[src/rtl/pulp_cluster_dma_pkg.sv]
// Shared constants for the pulp_cluster DMA load/store stages.
package pulp_cluster_dma_pkg;

  localparam int DATA_W_DEF = 32;

  // FSM encoding, kept as plain constants so legacy tools can read it.
  localparam logic [2:0] ST_IDLE  = 3'd0;
  localparam logic [2:0] ST_REQ   = 3'd1;
  localparam logic [2:0] ST_XFER  = 3'd2;
  localparam logic [2:0] ST_DRAIN = 3'd3;
  localparam logic [2:0] ST_DONE  = 3'd4;

  // DMA beat size code for 32-bit words.
  localparam logic [2:0] SIZE_WORD = 3'b010;

endpackage

[src/rtl/pulp_dma_out_reg.sv]
// Single-entry valid/ready pipeline register carrying a last flag.
// A new beat may be loaded in the same cycle the held one is consumed.
module pulp_dma_out_reg #(
  parameter int DATA_W = 32
) (
  input  logic              clk,
  input  logic              rst,
  input  logic              in_load_i,
  input  logic [DATA_W-1:0] in_data_i,
  input  logic              in_last_i,
  input  logic              out_ready_i,
  output logic              out_valid_o,
  output logic [DATA_W-1:0] out_data_o,
  output logic              out_last_o
);

  logic              valid_q;
  logic [DATA_W-1:0] data_q;
  logic              last_q;

  // Load wins over drain; last is only ever high alongside valid.
  always_ff @(posedge clk) begin
    if (rst) begin
      valid_q <= 1'b0;
      data_q  <= '0;
      last_q  <= 1'b0;
    end else if (in_load_i) begin
      valid_q <= 1'b1;
      data_q  <= in_data_i;
      last_q  <= in_last_i;
    end else if (out_ready_i) begin
      valid_q <= 1'b0;
      last_q  <= 1'b0;
    end
  end

  assign out_valid_o = valid_q;
  assign out_data_o  = data_q;
  assign out_last_o  = last_q;

endmodule

[src/rtl/pulp_cluster_dma_load_ctrl.sv]
// DMA read-side load stage: splits a word range into bursts of at most
// CHUNK_WORDS, issues read requests, and forwards beats downstream.
module pulp_cluster_dma_load_ctrl
  import pulp_cluster_dma_pkg::*;
#(
  parameter int CHUNK_WORDS = 64,
  parameter int DATA_W      = DATA_W_DEF
) (
  input  logic              clk,
  input  logic              rst,
  input  logic              conf_done,
  input  logic [31:0]       conf_info_base,
  input  logic [31:0]       conf_info_len,
  output logic              dma_read_ctrl_valid,
  input  logic              dma_read_ctrl_ready,
  output logic [31:0]       dma_read_ctrl_data_index,
  output logic [31:0]       dma_read_ctrl_data_length,
  output logic [2:0]        dma_read_ctrl_data_size,
  input  logic              dma_read_chnl_valid,
  output logic              dma_read_chnl_ready,
  input  logic [DATA_W-1:0] dma_read_chnl_data,
  output logic              out_valid,
  input  logic              out_ready,
  output logic [DATA_W-1:0] out_data,
  output logic              out_last,
  output logic              load_done,
  output logic              busy
);

  localparam logic [31:0] CHUNK = 32'(CHUNK_WORDS);

  logic [2:0]  state_q, state_d;
  logic [31:0] addr_q, addr_d;
  logic [31:0] rem_q, rem_d;
  logic [31:0] beats_q, beats_d;
  logic        load_done_q;

  logic [31:0] chunk;
  logic        req_hs, beat_acc, beat_last;

  assign chunk     = (rem_q < CHUNK) ? rem_q : CHUNK;
  assign req_hs    = dma_read_ctrl_valid && dma_read_ctrl_ready;
  assign beat_acc  = dma_read_chnl_valid && dma_read_chnl_ready;
  assign beat_last = (beats_q == 32'd1) && (rem_q == 32'd0);

  assign dma_read_ctrl_valid       = (state_q == ST_REQ);
  assign dma_read_ctrl_data_index  = (state_q == ST_REQ) ? addr_q : '0;
  assign dma_read_ctrl_data_length = (state_q == ST_REQ) ? chunk  : '0;
  assign dma_read_ctrl_data_size   = SIZE_WORD;
  assign dma_read_chnl_ready       = (state_q == ST_XFER) && (!out_valid || out_ready);
  assign busy                      = (state_q != ST_IDLE);
  assign load_done                 = load_done_q;

  // Next-state and counter updates for the burst-splitting FSM.
  always_comb begin
    state_d = state_q;
    addr_d  = addr_q;
    rem_d   = rem_q;
    beats_d = beats_q;
    case (state_q)
      ST_IDLE: begin
        if (conf_done) begin
          addr_d  = conf_info_base;
          rem_d   = conf_info_len;
          state_d = (conf_info_len == 32'd0) ? ST_DONE : ST_REQ;
        end
      end
      ST_REQ: begin
        if (req_hs) begin
          addr_d  = addr_q + chunk;
          rem_d   = rem_q - chunk;
          beats_d = chunk;
          state_d = ST_XFER;
        end
      end
      ST_XFER: begin
        if (beat_acc) begin
          beats_d = beats_q - 32'd1;
          if (beats_q == 32'd1) state_d = (rem_q == 32'd0) ? ST_DRAIN : ST_REQ;
        end
      end
      // Leave as soon as the final word is being consumed this cycle.
      ST_DRAIN: if (!out_valid || out_ready) state_d = ST_DONE;
      ST_DONE:  state_d = ST_IDLE;
      default:  state_d = ST_IDLE;
    endcase
  end

  // State and counter registers; the done pulse is registered off DONE,
  // so it lands two cycles after the last downstream handshake.
  always_ff @(posedge clk) begin
    if (rst) begin
      state_q     <= ST_IDLE;
      addr_q      <= '0;
      rem_q       <= '0;
      beats_q     <= '0;
      load_done_q <= 1'b0;
    end else begin
      state_q     <= state_d;
      addr_q      <= addr_d;
      rem_q       <= rem_d;
      beats_q     <= beats_d;
      load_done_q <= (state_q == ST_DONE);
    end
  end

  pulp_dma_out_reg #(.DATA_W(DATA_W)) u_out_reg (
    .clk         (clk),
    .rst         (rst),
    .in_load_i   (beat_acc),
    .in_data_i   (dma_read_chnl_data),
    .in_last_i   (beat_last),
    .out_ready_i (out_ready),
    .out_valid_o (out_valid),
    .out_data_o  (out_data),
    .out_last_o  (out_last)
  );

endmodule
[config.mk]
export PLATFORM = sky130hd
export DESIGN_NAME = pulp_cluster_dma_load_ctrl
export DESIGN_NICKNAME = d
export VERILOG_FILES = /design/src/rtl/pulp_cluster_dma_pkg.sv /design/src/rtl/pulp_dma_out_reg.sv /design/src/rtl/pulp_cluster_dma_load_ctrl.sv
export SDC_FILE = /design/constraint.sdc
export NUM_CORES = 1
export LEC_CHECK = 0
export ABC_AREA = 1
export CORE_ASPECT_RATIO = 1.4
export CORE_MARGIN = 2
export CORE_UTILIZATION = 52
export DETAILED_ROUTE_END_ITERATION = 7
export HOLD_SLACK_MARGIN = 0.06
export PLACE_DENSITY = 0.78
export RECOVER_POWER = 50
export SYNTH_ARGS = -nofsm -noshare
export SYNTH_HDL_FRONTEND = slang
export SYNTH_SLANG_ARGS = --single-unit
[constraint.sdc]
create_clock -name clk -period 3.1 [get_ports clk]
set_clock_uncertainty 0.1 [all_clocks]
set_input_delay 0.465 -clock clk [delete_from_list [all_inputs] [get_ports clk]]
set_output_delay 0.465 -clock clk [all_outputs]
set_load 0.02 [all_outputs]
==> results by stage <==
Run status:
- The run finished with clean final reports.

Pwr:
- In this run the static leakage power is 5.30 nW.
- Dividing total power by cell area gives a power density of 1090 nW/um^2.
- The worst-case IR drop observed on VDD is 476 uV.

Final layout:
- The combined flip-flop and latch cell area is 2700 sq um.
- In the layout the commonest cells are sky130_fd_sc_hd__nand2_1 (270), sky130_fd_sc_hd__nor2_1 (233), sky130_fd_sc_hd__inv_1 (161).
- The number of fill cells is 1660.
- The final net count is 1823.
- The library cell used most frequently in the layout, excluding fill and tap cells, is sky130_fd_sc_hd__nand2_1.
- The final instance count without filler cells is 1939.
- The multi-input combinational cells in the finished layout cover a total of 5890 sq um.
- The area growth from synthesis to layout is 27.4%.
- The share of cells above drive strength 1 is 0.0883.
- The number of antenna diodes in the final layout is 0.

Global routing:
- The number of antenna violations at the first check in global routing is 0.
- Global routing finished with a remaining overflow of 0.
- The first global-routing pass estimated 46900 microns of wire.
- The via count of the first global-routing pass is 9742.
- The total global routing track utilization is 0.299.
- Entering global routing, the biggest net connects 59 pins.

Worst setup path:
- The worst register-to-register path ends at addr_q[18]$_SDFFE_PP0P_.
- The worst register-to-register path begins at rem_q[12]$_SDFFE_PP0P_.
- The type of origin of the critical path is a flip-flop.
- The type of the setup path with the least slack is flip-flop to output port.
- The critical path data arrival time is 2.43 ns.
- The highest net fanout along the worst path is 10.
- For the worst setup path, the data required time is 2.53 ns.
- The worst setup path is captured at an output port.
- The slack of the worst reg-to-reg path is 0.22 ns.
- The logic depth of the worst register-to-register path is 19.

STA:
- The post-route worst setup slack is 0.103 ns.
- The maximum operating frequency is 334 MHz.
- The number of pins exceeding their max-slew limit in the final report was 0.
- Headroom to the max-slew limit came out at 0.436.
- At the pin with the least slew margin, the transition time is 0.846 ns.
- The final count of hold timing violations is 0.
- Hold timing on the final database bottoms out at a slack of 0.378 ns.
- The final-layout setup total negative slack is 0 ns.
- In the finished design, the share of the clock period the worst path needs comes to 0.967.
- Setup violations remaining at the end of the flow were counted as 0.
- The routed design could run at a clock period as short as 3.00 ns.

Synthesis:
- For this run, the register share of the synthesized area comes to 0.283.
- The average instance in the mapped netlist occupies 6.32 sq um.
- Synthesis produced 1498 cells.
- The share of synthesized flip-flops with an asynchronous set or reset is 0.
- The number of enable-type register cells in the synthesized netlist is 0.
- The Yosys step of the flow raised 0 warnings.
- The count of distinct cell types in the synthesized netlist is 50.
- In the synthesized netlist the dominant register cell turns out to be sky130_fd_sc_hd__dfxtp_1.
- After synthesis the netlist holds a flip-flop and latch count of 134.
- After synthesis the cells add up to 9470 sq um.

Clocking:
- The buffer type at the clock tree root is sky130_fd_sc_hd__clkbuf_16.
- Hold repair after CTS inserted 0 buffers.
- The number of buffers inserted during clock tree synthesis is 17.
- The number of buffers on the longest clock path is 2.
- The post-CTS setup buffer count is 0.
- After clock tree synthesis, the repair step resized 0 gates.
- The number of sinks handled by clock tree synthesis is 134.
- The clock tree from TritonCTS is built.
- The clock transition at the registers of the reported paths is 0.07 ns.
- The clock latency reported for the late side of the worst-skew pair is 0.44 ns.
- The clock tree synthesis step divided the H-tree into 4 levels.

Detailed routing:
- The wire length after detailed routing is 29700 microns.
- For this block, the via count after detailed routing is 10500.
- The routed design uses 1710 microns of met3 wire.
- The remaining antenna violation count is 0.
- The first detailed-routing pass took 6 iterations.
- The post-route met1 wirelength is 12000 microns.
- In the final routed layout, each cell accounts on average for 15.3 microns.
- The post-route DRC violation count is 0.
- The first routing iteration left 741 violations.
- The detailed router used layers up to and including met4.
- Using the TritonRoute via totals, the vias-per-cell ratio works out to 5.44.
- Detailed routing placed a total of 15000 microns of wire on met2.

Placed design:
- The sum of net half-perimeters after detailed placement is 22100 microns.
- The final weighted congestion of routability-driven global placement is 0.972.
- In this run the tool buffered the top-level ports with 178 buffer cells.
- The worst slack after detailed placement is 0.119 ns.
- The number of placed instances, taps included, is 1907.

Floorplan:
- The die covers 19300 sq um.
- The floorplan step set the die width to 118 microns.
- The floorplan step defined a core boundary enclosing 17900 sq um.
- The die span in y is 164 microns.
- The initial utilization of the core area, before any placement, comes to 0.528.
- During I/O placement, the number of pins put on the boundary was 207.
- The number of cell rows is 58.

Worst hold path:
- The path with the worst hold slack has its endpoint at u_out_reg.out_data_o[18]$_SDFFE_PP0P_.
- The worst hold path begins at u_out_reg.out_data_o[18]$_SDFFE_PP0P_.
- In this run the worst hold path is classified as flip-flop to flip-flop.
- The hold path depth is 2.

Flow run:
- The tool flagged a number of max-cap violations equal to 0.
how the worst max path moves through the flow:
stage / from / depth (start not counted) / slack [ns] / endpoint
floorplan: rem_q[17]$_SDFFE_PP0P_ / 19 / 0.37 / addr_q[19]$_SDFFE_PP0P_
global placement: rem_q[20]$_SDFFE_PP0P_ / 18 / 0.21 / addr_q[14]$_SDFFE_PP0P_
detailed placement: rem_q[20]$_SDFFE_PP0P_ / 18 / 0.12 / addr_q[14]$_SDFFE_PP0P_
CTS: rem_q[21]$_SDFFE_PP0P_ / 9 / 0.06 / dma_read_ctrl_data_length[1]
global route: rem_q[28]$_SDFFE_PP0P_ / 18 / -0.006 / addr_q[23]$_SDFFE_PP0P_
finish: rem_q[21]$_SDFFE_PP0P_ / 8 / 0.10 / dma_read_ctrl_data_length[4]
power breakdown:
group | switching (mW) | leakage [nW] | internal (mW)
combinational | 5.43 | 3.94 | 2.87
clock | 0.920 | 0.261 | 1.06
sequential | 0.513 | 1.10 | 2.30
worst max-delay path: stages, from the launching register on:
cell and delay [ns]:
sky130_fd_sc_hd__dfxtp_1 0.34, sky130_fd_sc_hd__nor2_2 0.16, sky130_fd_sc_hd__nand2_2 0.10, sky130_fd_sc_hd__inv_1 0.06, sky130_fd_sc_hd__nand2_1 0.05, sky130_fd_sc_hd__nor2_1 0.16
sky130_fd_sc_hd__nand2_4 0.14, sky130_fd_sc_hd__nor3_1 0.30, sky130_fd_sc_hd__clkdlybuf4s50_1 0.67
cells in the mapped netlist (9+ instances only):
| library cell | n | area [sq um] |
|---|---|---|
| sky130_fd_sc_hd__xnor2_1 | 11 | 96.3 |
| sky130_fd_sc_hd__ha_1 | 34 | 425 |
| sky130_fd_sc_hd__nand4_1 | 19 | 119 |
| sky130_fd_sc_hd__nand2_2 | 14 | 87.6 |
| sky130_fd_sc_hd__buf_2 | 19 | 95.1 |
| sky130_fd_sc_hd__nand2_1 | 273 | 1020 |
| sky130_fd_sc_hd__or2_2 | 13 | 81.3 |
| sky130_fd_sc_hd__nor2_4 | 9 | 101 |
| sky130_fd_sc_hd__o21ai_1 | 20 | 100 |
| sky130_fd_sc_hd__buf_4 | 29 | 218 |
| sky130_fd_sc_hd__inv_2 | 15 | 56.3 |
| sky130_fd_sc_hd__a31oi_1 | 23 | 144 |
| sky130_fd_sc_hd__o21ai_0 | 104 | 521 |
| sky130_fd_sc_hd__inv_1 | 158 | 593 |
| sky130_fd_sc_hd__nor3_1 | 22 | 110 |
| sky130_fd_sc_hd__dfxtp_1 | 134 | 2680 |
| sky130_fd_sc_hd__nand3_1 | 106 | 531 |
| sky130_fd_sc_hd__xor2_1 | 13 | 114 |
| sky130_fd_sc_hd__clkbuf_1 | 26 | 97.6 |
| sky130_fd_sc_hd__nor4_1 | 22 | 138 |
| sky130_fd_sc_hd__a21oi_1 | 126 | 631 |
| sky130_fd_sc_hd__nor2_1 | 239 | 897 |
kinds of logic after synthesis:
logic type | synth area share
flip-flops | 0.283
buffers and inverters | 0.120
AO/OA/AOI/OAI | 0.180
adder cells (fa/ha/maj) | 0.0470
other | 0.000793
AND/OR/NAND/NOR | 0.346
XOR/XNOR | 0.0222
state kept, by name, summed over array words and instances (netlist names):
signal                 cells
addr_q                    32
state_q                    3
rem_q                     32
u_out_reg.out_valid_o      1
u_out_reg.out_last_o       1
u_out_reg.out_data_o      32
load_done                  1
beats_q                   32
stage by stage:
step                      power, mW  instance area, sq um  utilization
final                          13.1                 12100        0.673
after global routing           14.1                 12100        0.673
after CTS                      12.9                 12000        0.670
after detailed placement       10.9                 11400        0.638
after global placement         10.8                 11400        0.638
after floorplan                8.81                  9660            -
area by class of cell:
cell class | instances | area share
Clock inverter | 15 | 0.0114
Tap cell | 240 | 0.0249
Multi-Input combinational cell | 1160 | 0.488
Clock buffer | 17 | 0.0353
Sequential cell | 134 | 0.224
Timing Repair Buffer | 199 | 0.163
Inverter | 174 | 0.0542
metal layers:
layer,GRT usage,vias to the layer above
li1,-,5241
met1,0.347,4823
met2,0.548,397
met3,0.0475,84
met4,0.119,0
met5,0,-
(Power assumes the default switching activity.)
